`config.mk`:
```
export PLATFORM = sky130hd
export DESIGN_NAME = crc_host_interface
export DESIGN_NICKNAME = d
export VERILOG_FILES = /design/src/rtl/crc_host_pkg.sv /design/src/rtl/crc_host_regs.sv /design/src/rtl/crc_host_interface.sv
export SDC_FILE = /design/constraint.sdc
export NUM_CORES = 1
export LEC_CHECK = 0
export CORE_MARGIN = 2
export CORE_UTILIZATION = 37
export DETAILED_ROUTE_END_ITERATION = 10
export GPL_ROUTABILITY_DRIVEN = 0
export PLACE_DENSITY = 0.72
export SLEW_MARGIN = 20
export SYNTH_ARGS = -nofsm -noshare
export SYNTH_HDL_FRONTEND = slang
export SYNTH_HIERARCHICAL = 1
export SYNTH_SLANG_ARGS = --single-unit
```
`constraint.sdc`:
```
create_clock -name clk -period 8.6 [get_ports clk]
set_input_delay 1.29 -clock clk [delete_from_list [all_inputs] [get_ports clk]]
set_output_delay 1.29 -clock clk [all_outputs]
set_load 0.02 [all_outputs]
```
`src/rtl/crc_host_pkg.sv`:
```
// crc_host_pkg: shared constants for the CRC accelerator AHB-Lite host interface.
// Holds the register offsets, the transfer size codes, the AHB encodings, the bus
// FSM state encoding, the CR bit positions and the write-lane alignment helper.
package crc_host_pkg;

    // Byte offsets of the CRC register set
    localparam logic [4:0] DR_OFF   = 5'h00;
    localparam logic [4:0] IDR_OFF  = 5'h04;
    localparam logic [4:0] CR_OFF   = 5'h08;
    localparam logic [4:0] INIT_OFF = 5'h0C;
    localparam logic [4:0] POL_OFF  = 5'h10;

    // Transfer size codes (hsize[1:0]); also used on size_out
    localparam logic [1:0] BYTE      = 2'b00;
    localparam logic [1:0] HALF_WORD = 2'b01;
    localparam logic [1:0] WORD      = 2'b10;

    // AHB transfer type and response encodings
    localparam logic [1:0] HTRANS_IDLE   = 2'b00;
    localparam logic [1:0] HTRANS_BUSY   = 2'b01;
    localparam logic [1:0] HTRANS_NONSEQ = 2'b10;
    localparam logic [1:0] HTRANS_SEQ    = 2'b11;
    localparam logic       HRESP_OKAY    = 1'b0;
    localparam logic       HRESP_ERROR   = 1'b1;

    // CRC_CR bit positions
    localparam int CR_RESET_BIT  = 0;
    localparam int CR_POLY_LSB   = 3;
    localparam int CR_REVIN_LSB  = 5;
    localparam int CR_REVOUT_BIT = 7;

    // Bus FSM states
    typedef enum logic [2:0] {
        IDLE     = 3'd0,
        DATA     = 3'd1,
        STALL_WR = 3'd2,
        STALL_RD = 3'd3,
        ERR_1    = 3'd4,
        ERR_2    = 3'd5
    } host_state_e;

    // Write data always comes from the low lanes; narrower sizes are zero-extended.
    function automatic logic [31:0] lane_align(input logic [1:0] size, input logic [31:0] data);
        case (size)
            BYTE:      return {24'h0, data[7:0]};
            HALF_WORD: return {16'h0, data[15:0]};
            default:   return data;
        endcase
    endfunction

endpackage

```
`src/rtl/crc_host_regs.sv`:
```
// crc_host_regs: CRC register file (CRC_IDR, CRC_CR fields, CRC_INIT, CRC_POL).
// Decodes the single-cycle write strobe from the bus FSM into register updates,
// raises reset_chain for a CR write with RESET set, and provides the read mux.
// Sub-word writes only touch the addressed low bytes.
module crc_host_regs
    import crc_host_pkg::*;
#(
    parameter logic [31:0] INIT_RST = 32'hFFFF_FFFF,
    parameter logic [31:0] POL_RST  = 32'h04C1_1DB7
) (
    input  logic        clk,
    input  logic        rst,
    input  logic        we,
    input  logic [4:0]  off,
    input  logic [1:0]  size,
    input  logic [31:0] wdata,
    input  logic [31:0] crc_out,
    input  logic        reset_pending,
    output logic [31:0] rdata,
    output logic [31:0] crc_init,
    output logic [31:0] crc_poly,
    output logic [1:0]  poly_size,
    output logic [1:0]  rev_in,
    output logic        rev_out,
    output logic        reset_chain
);

    logic [31:0] init_q, init_d;
    logic [31:0] poly_q, poly_d;
    logic [7:0]  idr_q, idr_d;
    logic [1:0]  psz_q, psz_d;
    logic [1:0]  rin_q, rin_d;
    logic        rout_q, rout_d;
    logic [31:0] mask;

    // Byte-lane mask of the bytes touched by a write of the given size
    always_comb begin
        case (size)
            BYTE:      mask = 32'h0000_00FF;
            HALF_WORD: mask = 32'h0000_FFFF;
            default:   mask = 32'hFFFF_FFFF;
        endcase
    end

    // Next-state decode of the write strobe
    always_comb begin
        init_d = init_q;
        poly_d = poly_q;
        idr_d  = idr_q;
        psz_d  = psz_q;
        rin_d  = rin_q;
        rout_d = rout_q;
        if (we) begin
            case (off)
                IDR_OFF: idr_d = wdata[7:0];
                CR_OFF: begin
                    psz_d  = wdata[CR_POLY_LSB +: 2];
                    rin_d  = wdata[CR_REVIN_LSB +: 2];
                    rout_d = wdata[CR_REVOUT_BIT];
                end
                INIT_OFF: init_d = (init_q & ~mask) | (wdata & mask);
                POL_OFF:  poly_d = (poly_q & ~mask) | (wdata & mask);
                default: ;
            endcase
        end
    end

    // Register state
    always_ff @(posedge clk or posedge rst) begin
        if (rst) begin
            init_q <= INIT_RST;
            poly_q <= POL_RST;
            idr_q  <= 8'h00;
            psz_q  <= 2'b00;
            rin_q  <= 2'b00;
            rout_q <= 1'b0;
        end else begin
            init_q <= init_d;
            poly_q <= poly_d;
            idr_q  <= idr_d;
            psz_q  <= psz_d;
            rin_q  <= rin_d;
            rout_q <= rout_d;
        end
    end

    // Read mux; CR bit0 reflects the control unit's pending reset, not a stored bit
    always_comb begin
        case (off)
            DR_OFF:   rdata = crc_out;
            IDR_OFF:  rdata = {24'h0, idr_q};
            CR_OFF:   rdata = {24'h0, rout_q, rin_q, psz_q, 2'b00, reset_pending};
            INIT_OFF: rdata = init_q;
            POL_OFF:  rdata = poly_q;
            default:  rdata = 32'h0;
        endcase
    end

    assign reset_chain = we && (off == CR_OFF) && wdata[CR_RESET_BIT];
    assign crc_init    = init_q;
    assign crc_poly    = poly_q;
    assign poly_size   = psz_q;
    assign rev_in      = rin_q;
    assign rev_out     = rout_q;

endmodule

```
`src/rtl/crc_host_interface.sv`:
```
// crc_host_interface: AHB-Lite slave front end of the CRC accelerator.
// Captures the address phase, runs the data phase through a small bus FSM that
// inserts wait states on buffer_full (DR writes) and read_wait (DR reads), and turns
// DR writes into one-cycle write/size_out/data_out pushes.
// Optional feature macro CRC_ERROR_RESP_EN: when defined, invalid accesses get a
// two-cycle ERROR response; otherwise they complete OKAY with no effect.
module crc_host_interface
    import crc_host_pkg::*;
#(
    parameter int          ADDR_W   = 5,
    parameter logic [31:0] INIT_RST = 32'hFFFF_FFFF,
    parameter logic [31:0] POL_RST  = 32'h04C1_1DB7
) (
    input  logic              clk,
    input  logic              rst,
    input  logic              hsel,
    input  logic [ADDR_W-1:0] haddr,
    input  logic [1:0]        htrans,
    input  logic              hwrite,
    input  logic [2:0]        hsize,
    input  logic [31:0]       hwdata,
    input  logic              hready,
    output logic [31:0]       hrdata,
    output logic              hreadyout,
    output logic              hresp,
    input  logic [31:0]       crc_out,
    input  logic              buffer_full,
    input  logic              read_wait,
    input  logic              reset_pending,
    output logic              write,
    output logic [1:0]        size_out,
    output logic [31:0]       data_out,
    output logic              reset_chain,
    output logic [31:0]       crc_init,
    output logic [31:0]       crc_poly,
    output logic [1:0]        poly_size,
    output logic [1:0]        rev_in,
    output logic              rev_out
);

    host_state_e       state_q, state_d;
    logic [ADDR_W-1:0] addr_q;
    logic              write_q;
    logic [2:0]        size_q;
    logic              cap;
    logic              acc_ok;
    logic              is_dr;
    logic              reg_we;
    logic [31:0]       off;
    logic [31:0]       reg_rdata;
    logic [31:0]       push_data;

    assign cap       = hsel && hready && ((htrans == HTRANS_NONSEQ) || (htrans == HTRANS_SEQ));
    assign off       = 32'(addr_q);
    assign is_dr     = (off == 32'(DR_OFF));
    assign push_data = lane_align(size_q[1:0], hwdata);

    // Legal access: byte/half/word, word aligned, inside the map, CRC_IDR byte only
    assign acc_ok = !size_q[2] && (size_q[1:0] != 2'b11)
                 && (off[1:0] == 2'b00)
                 && (off <= 32'(POL_OFF))
                 && !((off == 32'(IDR_OFF)) && (size_q[1:0] != BYTE));

    // FSM state register
    always_ff @(posedge clk or posedge rst) begin
        if (rst) state_q <= IDLE;
        else     state_q <= state_d;
    end

    // Address-phase capture, only when a new data phase actually starts
    always_ff @(posedge clk or posedge rst) begin
        if (rst) begin
            addr_q  <= '0;
            write_q <= 1'b0;
            size_q  <= 3'b000;
        end else if (cap && (state_d == DATA)) begin
            addr_q  <= haddr;
            write_q <= hwrite;
            size_q  <= hsize;
        end
    end

    // Next state and data-phase outputs; a completing cycle chains into the next access
    always_comb begin
        state_d   = state_q;
        hreadyout = 1'b1;
        hresp     = HRESP_OKAY;
        write     = 1'b0;
        size_out  = 2'b00;
        data_out  = 32'h0;
        hrdata    = 32'h0;
        reg_we    = 1'b0;
        case (state_q)
            IDLE: begin
                if (cap) state_d = DATA;
            end
            DATA: begin
                if (!acc_ok) begin
`ifdef CRC_ERROR_RESP_EN
                    hreadyout = 1'b0;
                    state_d   = ERR_1;
`else
                    state_d   = cap ? DATA : IDLE;
`endif
                end else if (write_q && is_dr) begin
                    if (buffer_full) begin
                        hreadyout = 1'b0;
                        state_d   = STALL_WR;
                    end else begin
                        write    = 1'b1;
                        size_out = size_q[1:0];
                        data_out = push_data;
                        state_d  = cap ? DATA : IDLE;
                    end
                end else if (!write_q && is_dr && read_wait) begin
                    hreadyout = 1'b0;
                    state_d   = STALL_RD;
                end else begin
                    reg_we  = write_q;
                    hrdata  = write_q ? 32'h0 : reg_rdata;
                    state_d = cap ? DATA : IDLE;
                end
            end
            STALL_WR: begin
                if (buffer_full) begin
                    hreadyout = 1'b0;
                end else begin
                    write    = 1'b1;
                    size_out = size_q[1:0];
                    data_out = push_data;
                    state_d  = cap ? DATA : IDLE;
                end
            end
            STALL_RD: begin
                if (read_wait) begin
                    hreadyout = 1'b0;
                end else begin
                    hrdata  = crc_out;
                    state_d = cap ? DATA : IDLE;
                end
            end
`ifdef CRC_ERROR_RESP_EN
            ERR_1: begin
                hresp     = HRESP_ERROR;
                hreadyout = 1'b0;
                state_d   = ERR_2;
            end
            ERR_2: begin
                hresp   = HRESP_ERROR;
                state_d = cap ? DATA : IDLE;
            end
`endif
            default: state_d = IDLE;
        endcase
    end

    crc_host_regs #(
        .INIT_RST (INIT_RST),
        .POL_RST  (POL_RST)
    ) u_regs (
        .clk           (clk),
        .rst           (rst),
        .we            (reg_we),
        .off           (off[4:0]),
        .size          (size_q[1:0]),
        .wdata         (hwdata),
        .crc_out       (crc_out),
        .reset_pending (reset_pending),
        .rdata         (reg_rdata),
        .crc_init      (crc_init),
        .crc_poly      (crc_poly),
        .poly_size     (poly_size),
        .rev_in        (rev_in),
        .rev_out       (rev_out),
        .reset_chain   (reset_chain)
    );

endmodule

```
==> metrics.md, run 1 <==
| Metric | Value |
|---|---|
| Antenna violations before repair | 0 |
| Sequential fraction of design power | 0.422 |
| Fin crit period | 5.279 ns |
| VDD IR max | 0.1112 mV |
| Sw Pwr | 0.3408 mW |
| Synth Instances | 402 |
| Vias in the first global route | 4544 |
| Post-synth top area share | 0.2385 |
| Outcome | finished, final reports clean |
| R2r setup slk | 5.04 ns |
| Vias | 4343 |
| IO Count | 221 |
| Setup TNS | 0 ns |
| Post-route DRC | 0 |
| Clock skew | 0.007734 ns |
| Cts hold-fix bufs | 0 |
| Post-cts gate resize count | 0 |
| CP endpoint kind | output pin |
| Row cnt | 42 |
| DRT Wirelength | 16050 um |
| Final Util | 0.5772 |
| Max Freq | 189.4 MHz |
| Worst-path clk slew | 0.06 ns |
| Gr usage total | 0.2211 |
| Synth top area cells | dfstp_2 24%, dfrtp_1 21%, mux2_2 16%, a22o_1 6.6%, a221o_1 4.9% |
| Fin nets | 691 |
| Least-Margin Pin Slew | 1.089 ns |
| Startpoint Class | register |
| CP startpoint | addr_q[3] |
| Final period util | 0.6139 |
| Sequential fraction of the synthesis area | 0.4509 |
| Setup WS pre-CTS | 3.449 ns |
| Sink Count | 89 |
| Hold Path Class | reg -> reg |
| Setup ws final | 3.321 ns |
| Crit Path Class | reg -> out |
| Post-DR wirelength/cell | 20.31 um |
| Syn avg cell area | 12.61 um2 |
| CTS tree | built |
| DIE AREA | 0.01465 mm2 |
| Cts bufs inserted | 9 |
| Clock power share | 0.335 |
| Clock tree buffer depth | 2 |
| P_int | 0.8279 mW |
| Largest area contributor in the netlist | dfstp_2 |
| R2R cell count | 7 |
| Leak pwr | 3.131 nW |
| Die H | 121.0 um |
| Via/cell ratio | 5.497 |
| Unique masters post-synth | 51 |
| Cells after DPL | 774 |
| Post-synth EDFFs | 0 |
| Relative slew slack | 0.2735 |
| Post-synth top cells | 73 x mux2_2, 46 x dfstp_2, 43 x dfrtp_1 |
| Reg-to-Reg Start | addr_q[3] |
| Sw Ratio | 0.2916 |
| H-tree levels | 3 |
| Root Buffer Master | clkbuf_16 |
| Setup Fix Bufs, Post-CTS | 0 |
| Comb power frac | 0.243 |
| Final antenna-violating net count | 0 |
| Area grow syn2layout | 51.43% |
| RSZ-0062 raised after global routing | no |
| Max-cap check violation count | 0 |
| Warnings from Yosys | 6 |
| Global route overflow | 0 |
| First-pass iteration count of the detailed router | 4 |
| Placed Area | 0.007376 mm2 |
| Async SR Flop Fraction | 1.000 |
| First-pass GRT wire length | 25170 um |
| Design area | 0.007674 mm2 |
| Iter 0 DRT Violations | 184 |
| Die W | 121.0 um |
| Main synth FF type | dfstp_2 |
| Critical Path Fanout Max | 20 |
| Pwr Density | 152.3 mW/mm2 |
| Non-filler instance count after layout | 790 |
| Largest net degree at the start of global routing | 78 |
| Layout cells sized above 1 | 0.2883 |
| Cell with the most instances after synthesis | mux2_2 |
| Synthesized cell area | 0.005067 mm2 |
| Max Slew Vio Count | 0 |
| Crit path capture | reset_chain |
| WP data required | 7.31 ns |
| Crit path DAT | 3.99 ns |
| #FFs+latches synth | 89 |
| Initial Utilization | 0.3811 |
| Port bufs | 218 |
| Fin. Hold Viols | 0 |
| Final setup vio count | 0 |
| Dpl hpwl | 11470 um |
| Core area | 0.01330 mm2 |
| # diodes | 0 |
| Worst skew pair latency | 0.33 ns |
-- power groups by stage --
stage | combinational [mW] | sequential (mW) | clock, mW
global placement | 0.276 | 0.499 | 0
CTS | 0.283 | 0.494 | 0.404
detailed placement | 0.281 | 0.500 | 0
floorplan | 0.163 | 0.492 | 0
global route | 0.304 | 0.500 | 0.424
finish | 0.284 | 0.494 | 0.391
-- worst min-delay path by stage --
stage	from	endpoint	slack, ns	cells past startpoint
after detailed placement	u_regs/idr_q[0]	u_regs/idr_q[0]	0.49	1
after global placement	u_regs/idr_q[6]	u_regs/idr_q[6]	0.49	1
after CTS	u_regs/idr_q[0]	u_regs/idr_q[0]	0.52	1
final	u_regs/idr_q[0]	u_regs/idr_q[0]	0.52	1
after floorplan	u_regs/idr_q[0]	u_regs/idr_q[0]	0.48	1
after global routing	u_regs/idr_q[0]	u_regs/idr_q[0]	0.54	1
-- critical path, cell delays in order, from the launching register on --
cell and delay [ns]:
dfrtp_1 0.87, o21ba_2 0.26, o22ai_1 0.19, nand3_2 0.12, nor2_1 0.28, or4b_4 0.54
or3b_1 0.60, nor2_1 0.16, clkdlybuf4s50_1 0.62
-- metal layers --
layer	global-route usage	share of wire	vias to the layer above
met3	0.05404	0.087	29
met5	0	0	-
met4	0.08939	0.025	0
met2	0.3813	0.49	207
met1	0.2633	0.40	2156
li1	-	-	1951
-- per-stage QoR --
stage / total power, mW / hold slack, ns
final: 1.169 / 0.5233
after global routing: 1.227 / 0.5395
after CTS: 1.180 / 0.5164
after detailed placement: 0.7812 / 0.4924
after global placement: 0.7749 / 0.4921
after floorplan: 0.6549 / 0.4759
-- cells by family (layout without fill, tap and decap cells) --
group	count (synthesis)	in the layout	share of synthesized area
compound gates	79	79	0.1442
xor+xnor	1	1	0.001729
buf+inv	35	246	0.03802
flops	89	89	0.4509
mux	96	96	0.2353
other cells	1	2	0.0007400
simple gates	101	101	0.1291
-- cell type report --
type	count	area, um2
inverters	5	20.02
flip-flops and latches	89	2285
fillers	1138	5622
clock inverters	4	51.30
multi-input cells	279	2616
well taps	176	220.2
repair buffers	225	2235
clock buffers	12	246.5
-- layout by cell type, fill, tap and decap left out, types with 7 or more instances in the layout --
master and instances:
buf_4 7, a221o_1 25, a22o_1 38, clkdlybuf4s50_1 218, and2_1 34, nor2_1 7
dfstp_2 46, mux2_4 13, and3_1 25, dfrtp_1 43, mux2_2 73, clkbuf_16 9
Note: power is estimated with default switching activity, not from simulation.
==> run 2, diff against run 1 <==
- clock period: 8.6 -> 5.2 ns (I/O delays scaled with it)
==> run 2 against run 1 <==
Combinational power grew 71%. Largest cell class unchanged. Via count shrank 1.0%. Routed wire length shrank 2.0%. Cell area grew 0.70%. Sequential share of layout area shrank 0.21 points. Non-clock buffer count grew 4. Global-route usage shrank 0.33 points. Clock power grew 80%.
==> metrics.md, run 2 (synthesis results as in run 1) <==
| Metric | Value |
|---|---|
| Outcome | finished, final reports clean |
| Gr usage total | 0.2178 |
| Worst skew pair latency | 0.34 ns |
| Row cnt | 42 |
| Dpl hpwl | 11400 um |
| Vias | 4299 |
| Fin. Hold Viols | 0 |
| Largest delay share family, worst path | simple AND/OR/NAND/NOR gates |
| Commonest non-fill, non-tap cells in the layout | 218 x clkdlybuf4s50_1, 73 x mux2_2, 46 x dfstp_2, 43 x dfrtp_1, 38 x a22o_1 |
| Post-DR wirelength/cell | 19.81 um |
| Max-cap check violation count | 0 |
| Clock power share | 0.354 |
| IO Count | 221 |
| Sink Count | 89 |
| Relative slew slack | 0.2888 |
| Max Slew Vio Count | 0 |
| CP endpoint kind | output pin |
| Startpoint Class | register |
| Crit Path Class | reg -> out |
| Crit path max-delay cell type | clkdlybuf4s50_1 |
| Sw Pwr | 0.5773 mW |
| Port bufs | 218 |
| Final antenna-violating net count | 0 |
| Fin crit period | 4.704 ns |
| CP bufs+invs | 1 |
| Via/cell ratio | 5.414 |
| Max Freq | 212.6 MHz |
| Crit path DAT | 3.92 ns |
| Iter 0 DRT Violations | 191 |
| Clock tree buffer depth | 2 |
| DRT Wirelength | 15730 um |
| # diodes | 0 |
| VDD IR max | 0.1583 mV |
| Worst-path cell chain | or3b_4 > nor4_4 > nand3_2 > nor2_1 > or4b_4 > or3b_1 > nor2_1 > clkdlybuf4s50_1 |
| Critical Path Fanout Max | 8 |
| WP data required | 4.42 ns |
| Hold Path Class | reg -> reg |
| Hold Path Origin | u_regs/idr_q[1] |
| Sw Ratio | 0.2900 |
| H-tree levels | 3 |
| Setup TNS | 0 ns |
| Antenna violations before repair | 0 |
| Area grow syn2layout | 52.49% |
| Least-Margin Pin Slew | 1.066 ns |
| Global route overflow | 0 |
| Cts hold-fix bufs | 0 |
| First-pass iteration count of the detailed router | 4 |
| Leak pwr | 3.161 nW |
| First-pass GRT wire length | 24570 um |
| DIE AREA | 0.01465 mm2 |
| Layout cells sized above 1 | 0.2961 |
| Comb power frac | 0.244 |
| Most common cell after layout, fill and taps aside | clkdlybuf4s50_1 |
| CTS tree | built |
| Fin nets | 695 |
| Core area | 0.01330 mm2 |
| Post-cts gate resize count | 0 |
| Die W | 121.0 um |
| Final period util | 0.9046 |
| Root Buffer Master | clkbuf_16 |
| P_int | 1.414 mW |
| CP startpoint | state_q[0] |
| Final setup vio count | 0 |
| Vias in the first global route | 4434 |
| Sequential fraction of design power | 0.402 |
| RSZ-0062 raised after global routing | no |
| Pwr Density | 257.7 mW/mm2 |
| Hold_ws | 0.5146 ns |
| Die H | 121.0 um |
| Reg-to-Reg Start | state_q[0] |
| Post-route DRC | 0 |
| Clock skew | 0.005154 ns |
| CP dominant cell by count | nor2_1 |
| Setup Fix Bufs, Post-CTS | 0 |
| Cts bufs inserted | 9 |
| CP max stage delay | 0.62 ns |
| Worst-path clk slew | 0.06 ns |
| Largest net degree at the start of global routing | 78 |
| Initial Utilization | 0.3811 |
[run 2: cell count changes in the layout (fill, tap and decap cells not counted), sizes merged]
cell | previous run | this run
clkinv | 2 | 4
clkbuf | 12 | 9
bufinv | 1 | 2
clkinvlp | 1 | 0
buf | 7 | 11
inv | 5 | 6
[run 2: per-layer routing]
layer	vias to the layer above	global-route usage	wire length, um
met4	0	0.05741	170
met3	13	0.06203	1313
li1	1962	-	-
met5	-	0	0
met1	2146	0.2643	6455
met2	178	0.3782	7789
[run 2: power by group through the flow]
stage	combinational, mW	clock (mW)	sequential, mW
after floorplan	0.270	0	0.814
final	0.487	0.704	0.800
after global placement	0.477	0	0.808
after detailed placement	0.487	0	0.810
after CTS	0.493	0.724	0.800
after global routing	0.526	0.759	0.807
[run 2: cell type report]
cell class                      instances  area, um2
Sequential cell                        89       2285
Timing Repair Buffer                  229       2265
Clock buffer                            9      225.2
Fill cell                            1132       5568
Clock inverter                          7      102.6
Tap cell                              176      220.2
Inverter                                5      20.02
Multi-Input combinational cell        279       2610
[run 2: path summary, 6_finish.rpt]
| kind | cells past startpoint | end | slack, ns |
|---|---|---|---|
| min reg2reg | 1 | u_regs/idr_q[1] | 0.51 |
| max reg2reg | 7 | register | 1.68 |
| min | 1 | u_regs/idr_q[1] | 0.51 |
| max | 8 | reset_chain | 0.50 |
| min in group asynchronous | 2 | addr_q[2] | 0.80 |
| max in group asynchronous | 3 | u_regs/idr_q[1] | 3.47 |
[run 2: through the flow]
step / setup WS [ns] / utilization / power, mW / instance area (um2) / cells
CTS: 0.4903 / 0.5812 / 2.016 / 7727 / 794
finish: 0.4960 / 0.5812 / 1.991 / 7727 / 794
global placement: 0.9417 / 0.5566 / 1.285 / 7400 / 778
global route: 0.3050 / 0.5812 / 2.091 / 7727 / 794
floorplan: 1.664 / - / 1.083 / 5071 / 403
detailed placement: 0.8768 / 0.5566 / 1.297 / 7400 / 778
==> run 3, diff against run 2 <==
- ABC_AREA: not set -> 1
- GPL_TIMING_DRIVEN: not set -> 0
- PLACE_DENSITY: 0.72 -> 0.7
==> run 3 against run 2 <==
Via count grew 40%. Sequential share of layout area fell by 2.1 points. Flip-flop and latch count did not move. Power barely moved. Setup slack improved by 0.67 ns. Clock skew is 0.0014 ns lower. Synthesized area rose by 9.8%. Largest cell class unchanged. Largest power group unchanged. Highest routed layer unchanged.
==> metrics.md, run 3 <==
| Metric | Value |
|---|---|
| Outcome | finished, final reports clean |
| CP endpoint kind | output pin |
| RSZ-0062 raised after global routing | no |
| Fin crit period | 4.031 ns |
| Layout cells sized above 1 | 0.1262 |
| Post-route DRC | 0 |
| Vias | 6006 |
| # diodes | 0 |
| First-pass GRT wire length | 31260 um |
| Leak pwr | 3.969 nW |
| Cts hold-fix bufs | 0 |
| Final antenna-violating net count | 0 |
| Core area | 0.01459 mm2 |
| Commonest non-fill, non-tap cells in the layout | 293 x nand2_1, 218 x clkdlybuf4s50_1, 124 x inv_1, 90 x nand3_1, 47 x nor2_1 |
| Filler instances | 1381 |
| Post-DR wirelength/cell | 16.42 um |
| Setup ws final | 1.169 ns |
| Largest net degree at the start of global routing | 50 |
| Root Buffer Master | clkbuf_16 |
| Relative slew slack | 0.4608 |
| Crit path DAT | 3.25 ns |
| Setup WS pre-CTS | 1.190 ns |
| Area of the multi-input gates | 0.002529 mm2 |
| Via/cell ratio | 4.883 |
| DIE AREA | 0.01604 mm2 |
| R2r setup slk | 2.61 ns |
| Sink Count | 89 |
| Final setup vio count | 0 |
| Largest area contributor in the netlist | dfstp_2 |
| Cells after DPL | 1214 |
| Max-cap check violation count | 0 |
| Clock tree buffer depth | 2 |
| Startpoint Class | input pin |
| Setup Fix Bufs, Post-CTS | 0 |
| Fin. Hold Viols | 0 |
| Cts bufs inserted | 9 |
| Reg area | 0.002285 mm2 |
| DRT Wirelength | 20200 um |
| Clock skew | 0.003734 ns |
| Main synth FF type | dfstp_2 |
| Final Util | 0.5697 |
| Async SR Flop Fraction | 1.000 |
| Row cnt | 44 |
| Worst-path clk slew | 0.07 ns |
| R2R cell count | 12 |
| Post-synth top area share | 0.2172 |
| Synth Instances | 810 |
| Hold Path Class | reg -> reg |
| Max Freq | 248.1 MHz |
| #FFs+latches synth | 89 |
| Power, Total | 1.990 mW |
| Post-cts gate resize count | 0 |
| Hold path cells | 2 |
| Unique masters post-synth | 30 |
| Critical Path Fanout Max | 10 |
| Worst skew pair latency | 0.34 ns |
| Post-synth EDFFs | 0 |
| VDD IR max | 0.1214 mV |
| Die H | 126.6 um |
| Initial Utilization | 0.3814 |
| Non-filler instance count after layout | 1230 |
| Max Slew Vio Count | 0 |
| Antenna violations before repair | 0 |
| Port bufs | 218 |
| Fin nets | 1123 |
| Reg-to-Reg Start | size_q[1] |
| Cell with the most instances after synthesis | nand2_1 |
| Area grow syn2layout | 49.38% |
| Iter 0 DRT Violations | 473 |
| Vias in the first global route | 5632 |
| Crit Path Class | in -> out |
| IO Count | 221 |
| Syn avg cell area | 6.869 um2 |
| Pwr Density | 239.5 mW/mm2 |
| Setup TNS | 0 ns |
| Least-Margin Pin Slew | 0.8088 ns |
| Global route overflow | 0 |
| Dpl hpwl | 15060 um |
| Post-synth top cells | 293 x nand2_1, 125 x inv_1, 90 x nand3_1 |
| Final period util | 0.7752 |
| Warnings from Yosys | 6 |
| Sequential fraction of the synthesis area | 0.4106 |
| First-pass iteration count of the detailed router | 6 |
| H-tree levels | 3 |
| WP data required | 4.42 ns |
| CTS tree | built |
| Synthesized cell area | 0.005564 mm2 |
| Gr usage total | 0.2496 |
| Most common cell after layout, fill and taps aside | nand2_1 |
| Die W | 126.6 um |
| Synth top area cells | dfstp_2 22%, nand2_1 20%, dfrtp_1 19%, inv_1 8.4%, nand3_1 8.1% |
==> run 3: cell families after synthesis <==
logic type | Yosys count | synth area share
compound gates | 67 | 0.06881
buf+inv | 175 | 0.1365
flops | 89 | 0.4106
other cells | 1 | 0.0006740
simple gates | 478 | 0.3834
==> run 3: how the worst max path moves through the flow <==
stage	startpoint	end	cells after the start
floorplan	size_q[1]	reset_chain	9
global placement	rst	async pin	2
detailed placement	read_wait	hrdata[1]	8
CTS	read_wait	hrdata[1]	8
global route	read_wait	hrdata[1]	8
finish	read_wait	hrdata[1]	8
==> run 3: critical path, cell delays in order <==
cell and delay (ns):
clkdlybuf4s50_1 0.52, nand2_1 0.07, nor2_1 0.17, nor2_1 0.06
nand4_1 0.17, clkbuf_1 0.63, o22ai_1 0.25, clkdlybuf4s50_1 0.61
==> run 3: layer usage <==
layer | share of wire | vias up | global-route usage | routed length (um)
met5 | 0 | - | 0 | 0
met4 | 0.019 | 0 | 0.08145 | 393
met3 | 0.072 | 28 | 0.03585 | 1459
met2 | 0.48 | 255 | 0.4058 | 9653
met1 | 0.43 | 2748 | 0.3435 | 8695
li1 | - | 2975 | - | -
==> run 3: layout make-up <==
cell class,instances,area share
Timing Repair Buffer,219,0.2658
Tap cell,184,0.02770
Clock inverter,7,0.008580
Sequential cell,89,0.2749
Clock buffer,9,0.02710
Buffer,41,0.03086
Multi-Input combinational cell,547,0.3042
Inverter,134,0.06082
==> run 3: power breakdown <==
group	switching (mW)	internal, mW
Sequential	0.0352	0.728
Clock	0.282	0.372
Combinational	0.360	0.214
==> run 3: metrics by stage <==
stage,cell area (um2),hold WS [ns]
after global placement,7980,0.4594
after global routing,8312,0.4877
after CTS,8312,0.4734
after detailed placement,8015,0.4629
after floorplan,5568,0.4496
final,8312,0.4761
